File: src/rtl/lock_entry_sequencer.sv
// One unlock attempt on the combination lock: buffers entered digits, compares them in
// constant time against the password store, counts failures and enforces a timed lockout.
module lock_entry_sequencer #(
   parameter int DIGIT_W        = 4,
   parameter int MAX_LEN        = 8,
   parameter int MAX_ATTEMPTS   = 3,
   parameter int LOCKOUT_CYCLES = 50000000,
   localparam int LEN_W         = $clog2(MAX_LEN + 1),
   localparam int ADDR_W        = (MAX_LEN > 1) ? $clog2(MAX_LEN) : 1
) (
   input  logic               clk,
   input  logic               system_reset,
   input  logic               digit_valid,
   input  logic [DIGIT_W-1:0] digit_in,
   input  logic               submit,
   input  logic               clear,
   input  logic [LEN_W-1:0]   pass_len,
   output logic               pass_rd_en,
   output logic [ADDR_W-1:0]  pass_addr,
   input  logic [DIGIT_W-1:0] pass_data,
   output logic               busy,
   output logic               unlock,
   output logic               fail,
   output logic               locked_out,
   output logic [1:0]         attempts,
   output logic [LEN_W-1:0]   entry_count,
   output logic [3:0]         state_code
);

   localparam int CNT_W = (LOCKOUT_CYCLES > 1) ? $clog2(LOCKOUT_CYCLES) : 1;

   typedef enum logic [3:0] {
      S_IDLE    = 4'd0,
      S_ENTRY   = 4'd1,
      S_COMPARE = 4'd2,
      S_RESULT  = 4'd3,
      S_LOCKOUT = 4'd4
   } state_t;

   state_t             state_q;
   logic [DIGIT_W-1:0] buf_q [MAX_LEN];
   logic [LEN_W-1:0]   entry_count_q;
   logic               overflow_q;
   logic               mismatch_q;
   logic [LEN_W-1:0]   len_n_q;
   logic [LEN_W-1:0]   cyc_q;
   logic [CNT_W-1:0]   lock_cnt_q;
   logic [1:0]         attempts_q;
   logic               pass_rd_en_q;
   logic [ADDR_W-1:0]  pass_addr_q;
   logic               busy_q;
   logic               unlock_q;
   logic               fail_q;
   logic               locked_out_q;

   logic               entry_full;
   logic               digit_take;
   logic [LEN_W-1:0]   entry_count_d;
   logic               overflow_d;
   logic [LEN_W-1:0]   len_n_d;
   logic               mismatch_d;
   logic [ADDR_W-1:0]  rd_idx;
   logic               data_diff;
   logic               cmp_mismatch_d;
   logic [1:0]         attempts_d;

   // Entry bookkeeping, mismatch preset and per-cycle digit compare
   always_comb begin
      entry_full     = (entry_count_q == LEN_W'(MAX_LEN));
      digit_take     = digit_valid && !entry_full;
      entry_count_d  = digit_take ? (entry_count_q + 1'b1) : entry_count_q;
      overflow_d     = overflow_q | (digit_valid & entry_full);
      len_n_d        = (pass_len > LEN_W'(MAX_LEN)) ? LEN_W'(MAX_LEN) : pass_len;
      mismatch_d     = (entry_count_d != pass_len) | overflow_d |
                       (pass_len == {LEN_W{1'b0}}) | (pass_len > LEN_W'(MAX_LEN));
      // Read data arriving in compare cycle k belongs to the address issued in cycle k-1
      rd_idx         = ADDR_W'(cyc_q - 1'b1);
      data_diff      = (cyc_q != {LEN_W{1'b0}}) && (pass_data != buf_q[rd_idx]);
      cmp_mismatch_d = mismatch_q | data_diff;
      if (!cmp_mismatch_d) begin
         attempts_d = 2'd0;
      end else if (attempts_q == 2'd3) begin
         attempts_d = 2'd3;
      end else begin
         attempts_d = attempts_q + 2'd1;
      end
   end

   // Attempt sequencer with registered outputs
   always_ff @(posedge clk or posedge system_reset) begin
      if (system_reset) begin
         state_q       <= S_IDLE;
         for (int i = 0; i < MAX_LEN; i++) buf_q[i] <= {DIGIT_W{1'b0}};
         entry_count_q <= {LEN_W{1'b0}};
         overflow_q    <= 1'b0;
         mismatch_q    <= 1'b0;
         len_n_q       <= {LEN_W{1'b0}};
         cyc_q         <= {LEN_W{1'b0}};
         lock_cnt_q    <= {CNT_W{1'b0}};
         attempts_q    <= 2'd0;
         pass_rd_en_q  <= 1'b0;
         pass_addr_q   <= {ADDR_W{1'b0}};
         busy_q        <= 1'b0;
         unlock_q      <= 1'b0;
         fail_q        <= 1'b0;
         locked_out_q  <= 1'b0;
      end else begin
         unlock_q <= 1'b0;
         fail_q   <= 1'b0;
         case (state_q)
            S_IDLE, S_ENTRY: begin
               if (clear) begin
                  state_q       <= S_IDLE;
                  entry_count_q <= {LEN_W{1'b0}};
                  overflow_q    <= 1'b0;
               end else begin
                  if (digit_take) buf_q[entry_count_q[ADDR_W-1:0]] <= digit_in;
                  entry_count_q <= entry_count_d;
                  overflow_q    <= overflow_d;
                  if (submit) begin
                     state_q      <= S_COMPARE;
                     busy_q       <= 1'b1;
                     mismatch_q   <= mismatch_d;
                     len_n_q      <= len_n_d;
                     cyc_q        <= {LEN_W{1'b0}};
                     pass_rd_en_q <= (len_n_d != {LEN_W{1'b0}});
                     pass_addr_q  <= {ADDR_W{1'b0}};
                  end else if (digit_valid) begin
                     state_q <= S_ENTRY;
                  end else begin
                     state_q <= state_q;
                  end
               end
            end
            S_COMPARE: begin
               mismatch_q <= cmp_mismatch_d;
               cyc_q      <= cyc_q + 1'b1;
               // Always runs len_n_q+1 cycles so timing never depends on where a mismatch sits
               if (cyc_q == len_n_q) begin
                  state_q      <= S_RESULT;
                  pass_rd_en_q <= 1'b0;
                  pass_addr_q  <= {ADDR_W{1'b0}};
                  unlock_q     <= !cmp_mismatch_d;
                  fail_q       <= cmp_mismatch_d;
                  attempts_q   <= attempts_d;
               end else if ((cyc_q + 1'b1) < len_n_q) begin
                  pass_rd_en_q <= 1'b1;
                  pass_addr_q  <= ADDR_W'(cyc_q + 1'b1);
               end else begin
                  pass_rd_en_q <= 1'b0;
               end
            end
            S_RESULT: begin
               entry_count_q <= {LEN_W{1'b0}};
               overflow_q    <= 1'b0;
               if (int'(attempts_q) >= MAX_ATTEMPTS) begin
                  state_q      <= S_LOCKOUT;
                  locked_out_q <= 1'b1;
                  lock_cnt_q   <= CNT_W'(LOCKOUT_CYCLES - 1);
               end else begin
                  state_q <= S_IDLE;
                  busy_q  <= 1'b0;
               end
            end
            S_LOCKOUT: begin
               if (lock_cnt_q == {CNT_W{1'b0}}) begin
                  state_q      <= S_IDLE;
                  busy_q       <= 1'b0;
                  locked_out_q <= 1'b0;
                  attempts_q   <= 2'd0;
               end else begin
                  lock_cnt_q <= lock_cnt_q - 1'b1;
               end
            end
            default: begin
               state_q      <= S_IDLE;
               busy_q       <= 1'b0;
               locked_out_q <= 1'b0;
               pass_rd_en_q <= 1'b0;
            end
         endcase
      end
   end

   assign pass_rd_en  = pass_rd_en_q;
   assign pass_addr   = pass_addr_q;
   assign busy        = busy_q;
   assign unlock      = unlock_q;
   assign fail        = fail_q;
   assign locked_out  = locked_out_q;
   assign attempts    = attempts_q;
   assign entry_count = entry_count_q;
   assign state_code  = state_q;

endmodule

File: config.mk
export PLATFORM = sky130hd
export DESIGN_NAME = lock_entry_sequencer
export DESIGN_NICKNAME = d
export VERILOG_FILES = /design/src/rtl/lock_entry_sequencer.sv
export SDC_FILE = /design/constraint.sdc
export NUM_CORES = 1
export LEC_CHECK = 0
export ABC_AREA = 0
export CORE_MARGIN = 10
export CORE_UTILIZATION = 30
export DETAILED_ROUTE_END_ITERATION = 16
export SYNTH_ARGS = -nofsm -noshare
export SYNTH_HDL_FRONTEND = slang
export SYNTH_SLANG_ARGS = --single-unit
File: constraint.sdc
create_clock -name clk -period 6.1 [get_ports clk]
set_input_delay 1.22 -clock clk [delete_from_list [all_inputs] [get_ports clk]]
set_output_delay 1.22 -clock clk [all_outputs]
set_load 0.05 [all_outputs]
# Word-level counts from Yosys, hierarchy flattened
# Index checks and enable logic that the tools add are counted.
# totals
in_bits	17
out_inout_bits	18
register_bits	86
wordCells	144
# op_classes
order_cmp	6
mux	54
eq_ne	18
n_addsub	5
n_reduce_logical	27
bitwise_logic	12
# ops
cell	n
two-way mux 26 bit	2
two-way mux 4 bit	13
case mux 26 bit (2 select lines)	1
bitwise mux 32 bit	1
zero test 26 bit	1
subtractor 26 x 1 -> 26 bit (second input constant)	1
AND reduction 3 bit	8
two-way mux 1 bit	16
case mux 4 bit (2 select lines)	2
case mux 4 bit (4 select lines)	1
two-way mux 3 bit	5
inequality test 2 bit (second input constant)	7
binary-select mux 4 bit (select 3 bit)	1
demux 4 bit (select 3 bit)	1
adder 4 x 1 -> 4 bit (second input constant)	2
== test 4 x 2 -> 1 bit (second input constant)	2
greater-or-equal comparator 4 bit (second input constant)	2
zero test 4 bit	2
two-way mux 2 bit	4
inequality test 4 bit	2
inverter 3 -> 4 bit	2
nonzero test 2 bit	4
nonzero test 4 bit	2
case mux 1 bit (3 select lines)	2
other kinds (26)	38

# Logic depth before layout (Yosys ltp)
# Gate-level depths: netlist of the first run.
# logic_depth
depth_word	11
depth_mapped	10
depth_no_buf	9

# Worst setup path before layout of the first run
# No wires, ideal clock.
# synth_timing
path_type	reg-to-reg
from	register cyc_q[0]
to	register mismatch_q
n_path_buf	2
required_time_ps	6013
t_arrival_ps	2701
path_stages_with_launch	11
setup_time_ps	87
period_less_slack_ps	2788
slack_ps	3312
cell_sequence	dfrtp_1 > buf_2 > inv_1 > ha_1 > clkbuf_1 > mux4_2 > mux2i_1 > xor2_1 > a41oi_1 > o21ai_0 > a22oi_1
# synth_between
elab_chain_cells	9
elab_cells_between_ends	10
cone_classes	1 x add/sub; 1 x eq/ne; 4 x mux; 2 x bitwise; 2 x reduce/logical
# synth_lines
element	line	text
from (decl)	46	logic [LEN_W-1:0] cyc_q;
from (signal assigned)	98	cyc_q <= {LEN_W{1'b0}};
from (signal assigned)	125	cyc_q <= {LEN_W{1'b0}};
from (signal assigned)	137	cyc_q <= cyc_q + 1'b1;
subtractor 3 x 1 -> 3 bit	77	rd_idx = ADDR_W'(cyc_q - 1'b1);
inverter 3 -> 4 bit (implied by the code)	78	data_diff = (cyc_q != {LEN_W{1'b0}}) && (pass_data != buf_q[rd_idx]);
binary-select mux 4 bit (select 3 bit)	78	
two-way mux 4 bit (implied by the code) (2 in a row)	78	
inequality test 4 bit	78	
logical AND 1 bit (*)	78	
OR 1 bit (*)	79	cmp_mismatch_d = mismatch_q | data_diff;
case mux 1 bit (2 select lines) (*)	110	case (state_q)
to (signal assigned)	123	mismatch_q <= mismatch_d;
to (signal assigned)	136	mismatch_q <= cmp_mismatch_d;
to (decl)	44	logic mismatch_q;
# Every way passes the cells marked *; elsewhere a longest branch is shown, timed or not. The select of a mux whose other input is x is not followed.
# A chain may end at the register's enable or synchronous reset.

# Final worst setup path of the first run
# Same ends and word-level chain as after synthesis.

==> report_table.html, run 1 <==
<table>
<tr><th>Metric</th><th>Value</th></tr>
<tr><th colspan="2">Status</th></tr>
<tr><td>Run status</td><td>finished clean</td></tr>
<tr><th colspan="2">Global routing</th></tr>
<tr><td>Global Route Usage Sum</td><td>10.5%</td></tr>
<tr><td>Met3 Use GR</td><td>2.20%</td></tr>
<tr><td>Vias in the first global route</td><td>3262</td></tr>
<tr><td>Met1 usage</td><td>13.2%</td></tr>
<tr><td>Pin count of the biggest net entering global routing</td><td>86</td></tr>
<tr><td>Met2 demand-to-capacity share in global routing</td><td>17.0%</td></tr>
<tr><td>Global-route wire length before repair</td><td>17200 um</td></tr>
<tr><td>Residual overflow from global routing</td><td>0</td></tr>
<tr><td>Most congested layer reported by global routing</td><td>met2</td></tr>
<tr><td>Number of antenna violations at the first check in global routing</td><td>0</td></tr>
<tr><th colspan="2">Critical path</th></tr>
<tr><td>Startpoint Class</td><td>flop</td></tr>
<tr><td>Critical path type</td><td>reg2reg</td></tr>
<tr><td>Required time at the endpoint of the critical path</td><td>6.36 ns</td></tr>
<tr><td>WP data arrival</td><td>3.41 ns</td></tr>
<tr><td>CP Max Fanout</td><td>12</td></tr>
<tr><td>Register-to-Register Path Depth</td><td>8</td></tr>
<tr><td>Type of element capturing the critical path</td><td>flop</td></tr>
<tr><th colspan="2">Floorplanning</th></tr>
<tr><td>Std-Cell Rows</td><td>44</td></tr>
<tr><td>I/O pin cnt</td><td>35</td></tr>
<tr><td>Full die area</td><td>0.0203 mm2</td></tr>
<tr><td>Placeable core region</td><td>0.0146 mm2</td></tr>
<tr><td>Height of the chip</td><td>142 um</td></tr>
<tr><td>Die extent in x</td><td>142 um</td></tr>
<tr><td>Effective utilization at floorplan</td><td>30.8%</td></tr>
<tr><th colspan="2">Hold path</th></tr>
<tr><td>Number of cells traversed by the worst hold path</td><td>1</td></tr>
<tr><td>Path class of the lowest-slack min-delay path</td><td>reg2reg</td></tr>
<tr><th colspan="2">Synthesis</th></tr>
<tr><td>Fraction of registers with async set or reset after synthesis</td><td>100%</td></tr>
<tr><td>EDFF count, synth</td><td>0</td></tr>
<tr><td>Top cells by count, synth</td><td>sky130_fd_sc_hd__dfrtp_1, sky130_fd_sc_hd__nand2_1, sky130_fd_sc_hd__mux2_2, sky130_fd_sc_hd__nor2_1, sky130_fd_sc_hd__o21ai_0</td></tr>
<tr><td>Post-synthesis area per instance</td><td>10.9 um2</td></tr>
<tr><td>Summed instance area of the synthesized netlist</td><td>0.00449 mm2</td></tr>
<tr><td>Number of synthesized register bits</td><td>85</td></tr>
<tr><td>Number of cells produced by synthesis</td><td>411</td></tr>
<tr><td>Most used standard cell by instance count after synthesis</td><td>sky130_fd_sc_hd__dfrtp_1</td></tr>
<tr><td>Cell types with the largest area share after synthesis</td><td>sky130_fd_sc_hd__dfrtp_1, sky130_fd_sc_hd__mux2_2, sky130_fd_sc_hd__mux4_2</td></tr>
<tr><td>Syn Nets</td><td>438</td></tr>
<tr><td>YS warnings</td><td>0</td></tr>
<tr><td>Largest area contributor in the netlist</td><td>sky130_fd_sc_hd__dfrtp_1</td></tr>
<tr><td>Seq/Total Area, Yosys</td><td>47.4%</td></tr>
<tr><td>Leading register cell type out of synthesis</td><td>sky130_fd_sc_hd__dfrtp_1</td></tr>
<tr><td>Unique cell type count in the Yosys netlist</td><td>58</td></tr>
<tr><td>Synth top area share</td><td>47.4%</td></tr>
<tr><th colspan="2">Route</th></tr>
<tr><td>Vias per Instance</td><td>5.04</td></tr>
<tr><td>Total wire length after detailed routing</td><td>10100 um</td></tr>
<tr><td>Mean routed wirelength per cell</td><td>16.1 um</td></tr>
<tr><td>Pre-antenna DRT Iters</td><td>4</td></tr>
<tr><td>Vias</td><td>3173</td></tr>
<tr><td>Detailed router's first-iteration violation count</td><td>168</td></tr>
<tr><td>Final routed DRC violation total</td><td>0</td></tr>
<tr><td>Post-detailed-route count of antenna-violating nets</td><td>0</td></tr>
<tr><th colspan="2">Clocking</th></tr>
<tr><td>Post-CTS setup repair buffer count</td><td>0</td></tr>
<tr><td>Total clock buffers created by CTS</td><td>9</td></tr>
<tr><td>H-tree depth</td><td>3</td></tr>
<tr><td>Maximum number of buffers from clock root to sink</td><td>2</td></tr>
<tr><td>Number of clock sinks seen by CTS</td><td>85</td></tr>
<tr><td>Worst-skew pair later-pin latency</td><td>0.35 ns</td></tr>
<tr><td>TritonCTS clock tree</td><td>yes</td></tr>
<tr><td>Post-cts repair resize count</td><td>0</td></tr>
<tr><td>Post-cts hold buffer count</td><td>0</td></tr>
<tr><td>Master cell of the clock root buffer</td><td>sky130_fd_sc_hd__clkbuf_16</td></tr>
<tr><td>Clock slew at reported path FFs</td><td>0.07 ns</td></tr>
<tr><th colspan="2">Timing</th></tr>
<tr><td>Count of endpoints failing setup in the final report</td><td>0</td></tr>
<tr><td>Number of hold-slack violations in the final timing report</td><td>0</td></tr>
<tr><td>Top achievable clock speed</td><td>317 MHz</td></tr>
<tr><td>Layout Skew</td><td>0.00878 ns</td></tr>
<tr><td>Period Utilization, post-route</td><td>51.7%</td></tr>
<tr><td>Final period demand of the worst path</td><td>3.15 ns</td></tr>
<tr><td>Relative slew margins</td><td>27.5%</td></tr>
<tr><td>Setup repair after global routing missed its margin</td><td>false</td></tr>
<tr><td>Worst Max-Slew Pin Slew</td><td>1.09 ns</td></tr>
<tr><td>Worst hold margin</td><td>0.498 ns</td></tr>
<tr><td>TNS Setup</td><td>0 ns</td></tr>
<tr><td>Slew Viols, Final</td><td>0</td></tr>
<tr><th colspan="2">Cells and area</th></tr>
<tr><td>Fin nets</td><td>468</td></tr>
<tr><td>P&amp;R area growth vs syn</td><td>17.1%</td></tr>
<tr><td>Fraction of final layout cells with drive strength greater than 1</td><td>17.1%</td></tr>
<tr><td>Diode insertion count for antenna repair</td><td>0</td></tr>
<tr><td>Post-route core utilization</td><td>36.0%</td></tr>
<tr><td>Final non-filler cell area</td><td>0.00526 mm2</td></tr>
<tr><th colspan="2">Job</th></tr>
<tr><td>Maxcap violations</td><td>0</td></tr>
<tr><th colspan="2">Placed design</th></tr>
<tr><td>DP HPWL</td><td>7300 um</td></tr>
<tr><td>Number of buffers added on ports</td><td>33</td></tr>
<tr><td>Final Wtd Congestion</td><td>0.813</td></tr>
<tr><td>Post-DP Area</td><td>0.00496 mm2</td></tr>
<tr><th colspan="2">Power</th></tr>
<tr><td>Static power due to leakage</td><td>2.20 nW</td></tr>
<tr><td>Tot Pwr</td><td>2.33 mW</td></tr>
<tr><td>Max rail drop VDD</td><td>0.263 mV</td></tr>
<tr><td>Pwr per Cell Area</td><td>443 mW/mm2</td></tr>
</table>
[sequential cells by signal, summed over array words and instances, names as in the netlist, 2 cells and up]
name / flops
len_n_q: 4
pass_addr: 3
lock_cnt_q: 26
buf_q: 32
state_code: 3
cyc_q: 4
entry_count: 4
attempts: 2
[through the flow]
stage / std cells / worst slack, ns
floorplan: 411 / 2.69
global placement: 614 / 2.72
detailed placement: 614 / 2.72
CTS: 629 / 2.85
global route: 629 / 2.58
finish: 629 / 2.95
[worst paths after layout]
check | to | from | slack [ns]
setup / recovery | mismatch_q | cyc_q[0] | 2.95
hold reg to reg | unlock | mismatch_q | 0.50
max in group asynchronous | lock_cnt_q[5] | system_reset | 3.85
setup reg to reg | mismatch_q | cyc_q[0] | 2.95
min in group asynchronous | buf_q[1] | system_reset | 1.55
hold / removal | unlock | mismatch_q | 0.50
[kinds of logic (layout without fill, tap and decap cells)]
kind of cell             after synthesis  after routing  synth area share [%]
AND/OR/NAND/NOR                      145            145                  17.9
flip-flops                            85             85                  47.4
AO/OA/AOI/OAI                         64             64                  9.16
multiplexers                          44             44                  12.9
XOR/XNOR                              32             32                  6.24
buffers and inverters                 30             64                  3.54
adder cells (fa/ha/maj)               10             10                  2.79
other                                  1              1                0.0835
[report_power, final]
group          switching [mW]  internal [mW]
clock                   0.219          0.336
combinational           0.488          0.376
sequential              0.184          0.727
[cells in the final DEF, fill, tap and decap left out, types with 4 or more instances in the layout]
cell type / instances
sky130_fd_sc_hd__dfrtp_1: 85
sky130_fd_sc_hd__nand2_1: 36
sky130_fd_sc_hd__clkdlybuf4s50_1: 33
sky130_fd_sc_hd__nor2_1: 32
sky130_fd_sc_hd__mux2_2: 32
sky130_fd_sc_hd__o21ai_0: 22
sky130_fd_sc_hd__xor2_1: 19
sky130_fd_sc_hd__a21oi_1: 14
sky130_fd_sc_hd__inv_1: 14
sky130_fd_sc_hd__nor3_1: 13
sky130_fd_sc_hd__xnor2_1: 13
sky130_fd_sc_hd__ha_1: 10
sky130_fd_sc_hd__clkbuf_16: 9
sky130_fd_sc_hd__mux4_2: 8
sky130_fd_sc_hd__nor4_1: 7
sky130_fd_sc_hd__nand3b_1: 7
sky130_fd_sc_hd__nand2b_1: 6
sky130_fd_sc_hd__and3_2: 5
sky130_fd_sc_hd__nand3_1: 4
sky130_fd_sc_hd__a31oi_1: 4
sky130_fd_sc_hd__or2_2: 4
sky130_fd_sc_hd__and3_1: 4
sky130_fd_sc_hd__a22oi_1: 4
sky130_fd_sc_hd__a22o_1: 4
sky130_fd_sc_hd__or3_1: 4
sky130_fd_sc_hd__mux2i_1: 4
[worst max-delay path, cell delays in order, from the launching register on]
cell,delay [ns]
sky130_fd_sc_hd__dfrtp_1,0.70
sky130_fd_sc_hd__inv_1,0.21
sky130_fd_sc_hd__ha_1,0.62
sky130_fd_sc_hd__mux4_2,0.57
sky130_fd_sc_hd__mux2i_1,0.18
sky130_fd_sc_hd__xor2_1,0.09
sky130_fd_sc_hd__a41oi_1,0.41
sky130_fd_sc_hd__o21ai_0,0.13
sky130_fd_sc_hd__a22oi_1,0.16
[final cells by class]
| type | count | area [um2] |
|---|---|---|
| Inverter | 15 | 57.6 |
| Multi-Input combinational cell | 296 | 2210 |
| Timing Repair Buffer | 34 | 338 |
| Fill cell | 1424 | 9330 |
| Clock inverter | 4 | 47.5 |
| Clock buffer | 11 | 253 |
| Sequential cell | 85 | 2130 |
| Tap cell | 184 | 230 |
[metal layers]
metal / vias to the layer above / part of all wire, %
li1: 1522 / -
met5: - / 0
met4: 0 / 2.1
met1: 1591 / 45
met2: 46 / 49
met3: 14 / 3.4
No activity file was read; power rests on OpenSTA's default activity.
==> run 2: changes to the inputs <==
clock period = 2.8 ns   (was 6.1 ns; I/O delays follow)
==> run 2 against run 1 <==
  * Total power increased by 120%
  * Clock skew decreased by 0.0025 ns
  * Core utilization increased by 1.0 points
  * Design area increased by 2.8%
  * Critical path depth unchanged
  * Sequential share of layout area decreased by 1.1 points
  * Clock power increased by 110%
  * Non-clock buffer count increased by 19
  * Critical path type unchanged
==> report_table.html, run 2 (same netlist as run 1, synthesis figures left out) <==
<table>
<tr><th>Metric</th><th>Value</th></tr>
<tr><th colspan="2">Timing</th></tr>
<tr><td>Layout Skew</td><td>0.00627 ns</td></tr>
<tr><td>Number of hold-slack violations in the final timing report</td><td>0</td></tr>
<tr><td>TNS Setup</td><td>0 ns</td></tr>
<tr><td>Relative slew margins</td><td>59.6%</td></tr>
<tr><td>Worst Max-Slew Pin Slew</td><td>0.604 ns</td></tr>
<tr><td>Slew Viols, Final</td><td>0</td></tr>
<tr><td>Period Utilization, post-route</td><td>92.3%</td></tr>
<tr><td>Final period demand of the worst path</td><td>2.59 ns</td></tr>
<tr><td>Top achievable clock speed</td><td>387 MHz</td></tr>
<tr><td>Setup repair after global routing missed its margin</td><td>false</td></tr>
<tr><td>Count of endpoints failing setup in the final report</td><td>0</td></tr>
<tr><td>Worst hold margin</td><td>0.510 ns</td></tr>
<tr><th colspan="2">Route</th></tr>
<tr><td>Vias</td><td>3291</td></tr>
<tr><td>Pre-antenna DRT Iters</td><td>4</td></tr>
<tr><td>Vias per Instance</td><td>5.07</td></tr>
<tr><td>Mean routed wirelength per cell</td><td>16.3 um</td></tr>
<tr><td>Final routed DRC violation total</td><td>0</td></tr>
<tr><td>Post-detailed-route count of antenna-violating nets</td><td>0</td></tr>
<tr><td>Detailed router's first-iteration violation count</td><td>199</td></tr>
<tr><td>Total wire length after detailed routing</td><td>10600 um</td></tr>
<tr><th colspan="2">Global routing</th></tr>
<tr><td>Residual overflow from global routing</td><td>0</td></tr>
<tr><td>Vias in the first global route</td><td>3492</td></tr>
<tr><td>Global Route Usage Sum</td><td>10.9%</td></tr>
<tr><td>Number of antenna violations at the first check in global routing</td><td>0</td></tr>
<tr><td>Pin count of the biggest net entering global routing</td><td>42</td></tr>
<tr><td>Global-route wire length before repair</td><td>17900 um</td></tr>
<tr><th colspan="2">Critical path</th></tr>
<tr><td>Register-to-register setup slack</td><td>0.21 ns</td></tr>
<tr><td>Type of element capturing the critical path</td><td>flop</td></tr>
<tr><td>Worst r2r dst</td><td>mismatch_q</td></tr>
<tr><td>Register-to-Register Path Depth</td><td>8</td></tr>
<tr><td>Worst reg2reg path startpoint</td><td>cyc_q[1]</td></tr>
<tr><td>Startpoint Class</td><td>flop</td></tr>
<tr><td>Timing startpoint of the critical path</td><td>cyc_q[1]</td></tr>
<tr><td>Sequence of cells on the critical path</td><td>inv_1, ha_1, mux4_2, mux2i_1, xor2_1, a41oi_2, o21ai_0, a22oi_1</td></tr>
<tr><td>Critical path type</td><td>reg2reg</td></tr>
<tr><td>Crit path to</td><td>mismatch_q</td></tr>
<tr><td>Worst path max stage delay</td><td>0.56 ns</td></tr>
<tr><td>Slowest cell on the critical path</td><td>sky130_fd_sc_hd__mux4_2</td></tr>
<tr><td>WP data arrival</td><td>2.79 ns</td></tr>
<tr><td>Required time at the endpoint of the critical path</td><td>3.01 ns</td></tr>
<tr><td>CP Max Fanout</td><td>6</td></tr>
<tr><th colspan="2">Cells and area</th></tr>
<tr><td>Register with the highest flop count</td><td>buf_q</td></tr>
<tr><td>Final non-filler cell area</td><td>0.00541 mm2</td></tr>
<tr><td>Count of fill cells added during filler insertion</td><td>1432</td></tr>
<tr><td>Registers with the most flip-flops</td><td>buf_q (32), lock_cnt_q (26)</td></tr>
<tr><td>Most common cell after layout, fill and taps aside</td><td>sky130_fd_sc_hd__dfrtp_1</td></tr>
<tr><td>Final cell count without fillers</td><td>649</td></tr>
<tr><td>Register area</td><td>0.00213 mm2</td></tr>
<tr><td>Diode insertion count for antenna repair</td><td>0</td></tr>
<tr><td>Fin nets</td><td>487</td></tr>
<tr><td>Leading cell types in the layout, fill and taps excluded</td><td>sky130_fd_sc_hd__dfrtp_1, sky130_fd_sc_hd__nand2_1, sky130_fd_sc_hd__clkdlybuf4s50_1, sky130_fd_sc_hd__nor2_1, sky130_fd_sc_hd__mux2_2</td></tr>
<tr><td>Fraction of final layout cells with drive strength greater than 1</td><td>20.9%</td></tr>
<tr><td>P&amp;R area growth vs syn</td><td>20.3%</td></tr>
<tr><td>Area of the multi-input gates</td><td>0.00221 mm2</td></tr>
<tr><td>Max FFs per register</td><td>32</td></tr>
<tr><th colspan="2">Clocking</th></tr>
<tr><td>Worst-skew pair later-pin latency</td><td>0.34 ns</td></tr>
<tr><td>Maximum number of buffers from clock root to sink</td><td>2</td></tr>
<tr><td>Number of clock sinks seen by CTS</td><td>85</td></tr>
<tr><td>Total clock buffers created by CTS</td><td>9</td></tr>
<tr><td>H-tree depth</td><td>3</td></tr>
<tr><td>Clock slew at reported path FFs</td><td>0.07 ns</td></tr>
<tr><td>TritonCTS clock tree</td><td>yes</td></tr>
<tr><td>Master cell of the clock root buffer</td><td>sky130_fd_sc_hd__clkbuf_16</td></tr>
<tr><th colspan="2">Power</th></tr>
<tr><td>Pwr per Cell Area</td><td>958 mW/mm2</td></tr>
<tr><td>Static power due to leakage</td><td>2.28 nW</td></tr>
<tr><td>Max rail drop VDD</td><td>0.634 mV</td></tr>
<tr><th colspan="2">Floorplanning</th></tr>
<tr><td>Std-Cell Rows</td><td>44</td></tr>
<tr><td>Placeable core region</td><td>0.0146 mm2</td></tr>
<tr><td>Full die area</td><td>0.0203 mm2</td></tr>
<tr><td>Height of the chip</td><td>142 um</td></tr>
<tr><td>Effective utilization at floorplan</td><td>30.8%</td></tr>
<tr><td>I/O pin cnt</td><td>35</td></tr>
<tr><td>Die extent in x</td><td>142 um</td></tr>
<tr><th colspan="2">Job</th></tr>
<tr><td>Maxcap violations</td><td>0</td></tr>
<tr><th colspan="2">Placed design</th></tr>
<tr><td>DP HPWL</td><td>7850 um</td></tr>
<tr><td>Final Wtd Congestion</td><td>0.827</td></tr>
<tr><td>Placed cell count</td><td>633</td></tr>
<tr><td>Number of buffers added on ports</td><td>33</td></tr>
<tr><td>Post-DP Area</td><td>0.00511 mm2</td></tr>
<tr><th colspan="2">Hold path</th></tr>
<tr><td>Path class of the lowest-slack min-delay path</td><td>reg2reg</td></tr>
<tr><th colspan="2">Status</th></tr>
<tr><td>Run status</td><td>finished clean</td></tr>
</table>
## run 2: cell count changes in the layout (fill, tap and decap cells not counted)
cell	before	now
sky130_fd_sc_hd__inv_8	0	1
sky130_fd_sc_hd__clkinv_2	3	1
sky130_fd_sc_hd__clkinvlp_4	1	4
sky130_fd_sc_hd__a41oi_1	1	0
sky130_fd_sc_hd__buf_12	0	1
sky130_fd_sc_hd__inv_6	0	2
sky130_fd_sc_hd__clkbuf_8	2	0
sky130_fd_sc_hd__a41oi_2	0	1
sky130_fd_sc_hd__bufinv_16	1	0
sky130_fd_sc_hd__buf_4	1	19
## run 2: metrics by stage
stage          power, mW  utilization, %  worst slack (ns)
6_report            5.18            37.0             0.214
5_1_grt             5.55            37.0            0.0344
4_1_cts             5.22            37.0            0.0579
3_5_place_dp        4.04            35.1             0.121
3_3_place_gp        3.98            35.1             0.136
2_1_floorplan       3.38               -            0.0115
## run 2: layout make-up
cell class	instances	area share [%]
sequential	85	39.4
multi-input combinational	296	40.9
tap	184	4.26
timing repair buffer	53	9.12
inverter	15	1.06
clock inverter	7	1.09
clock buffer	9	4.17
## run 2: critical path: cells and delay by family, from the launching register on
kind                     cells  cell delay, ns
XOR/XNOR                     1            0.20
AO/OA/AOI/OAI                3            0.48
multiplexers                 2            0.79
adder cells (fa/ha/maj)      1            0.48
buffers and inverters        1            0.10
flip-flops                   1            0.41
## run 2: timing repair
item | in CTS | in global routing
resized for setup | 0 | 1
endpoints found under the setup margin | 0 | 3
buffers inserted | 0 | 0
hold buffers | 0 | 0
## run 2: worst min path at each step
stage	startpoint	end	slack, ns	cells after the start
2_1_floorplan	mismatch_q	unlock	0.46	1
3_3_place_gp	buf_q[0]	buf_q[0]	0.49	1
3_5_place_dp	lock_cnt_q[0]	lock_cnt_q[0]	0.49	1
4_1_cts	lock_cnt_q[0]	lock_cnt_q[0]	0.51	1
5_1_grt	buf_q[14]	buf_q[14]	0.53	1
6_report	mismatch_q	unlock	0.51	1
## run 2: power by group
group | internal, mW | switching (mW)
combinational | 0.925 | 1.19
sequential | 1.58 | 0.339
clock | 0.614 | 0.532
total | 3.12 | 2.06
## run 2: layer usage
layer | part of all wire (%) | GRT usage [%] | vias up | wire length, um
met5 | 0 | 0 | - | 0
met4 | 1.2 | 3.19 | 0 | 127
met3 | 3.9 | 3.07 | 12 | 412
met2 | 51 | 18.7 | 51 | 5370
met1 | 44 | 13.0 | 1665 | 4680
li1 | - | - | 1563 | -
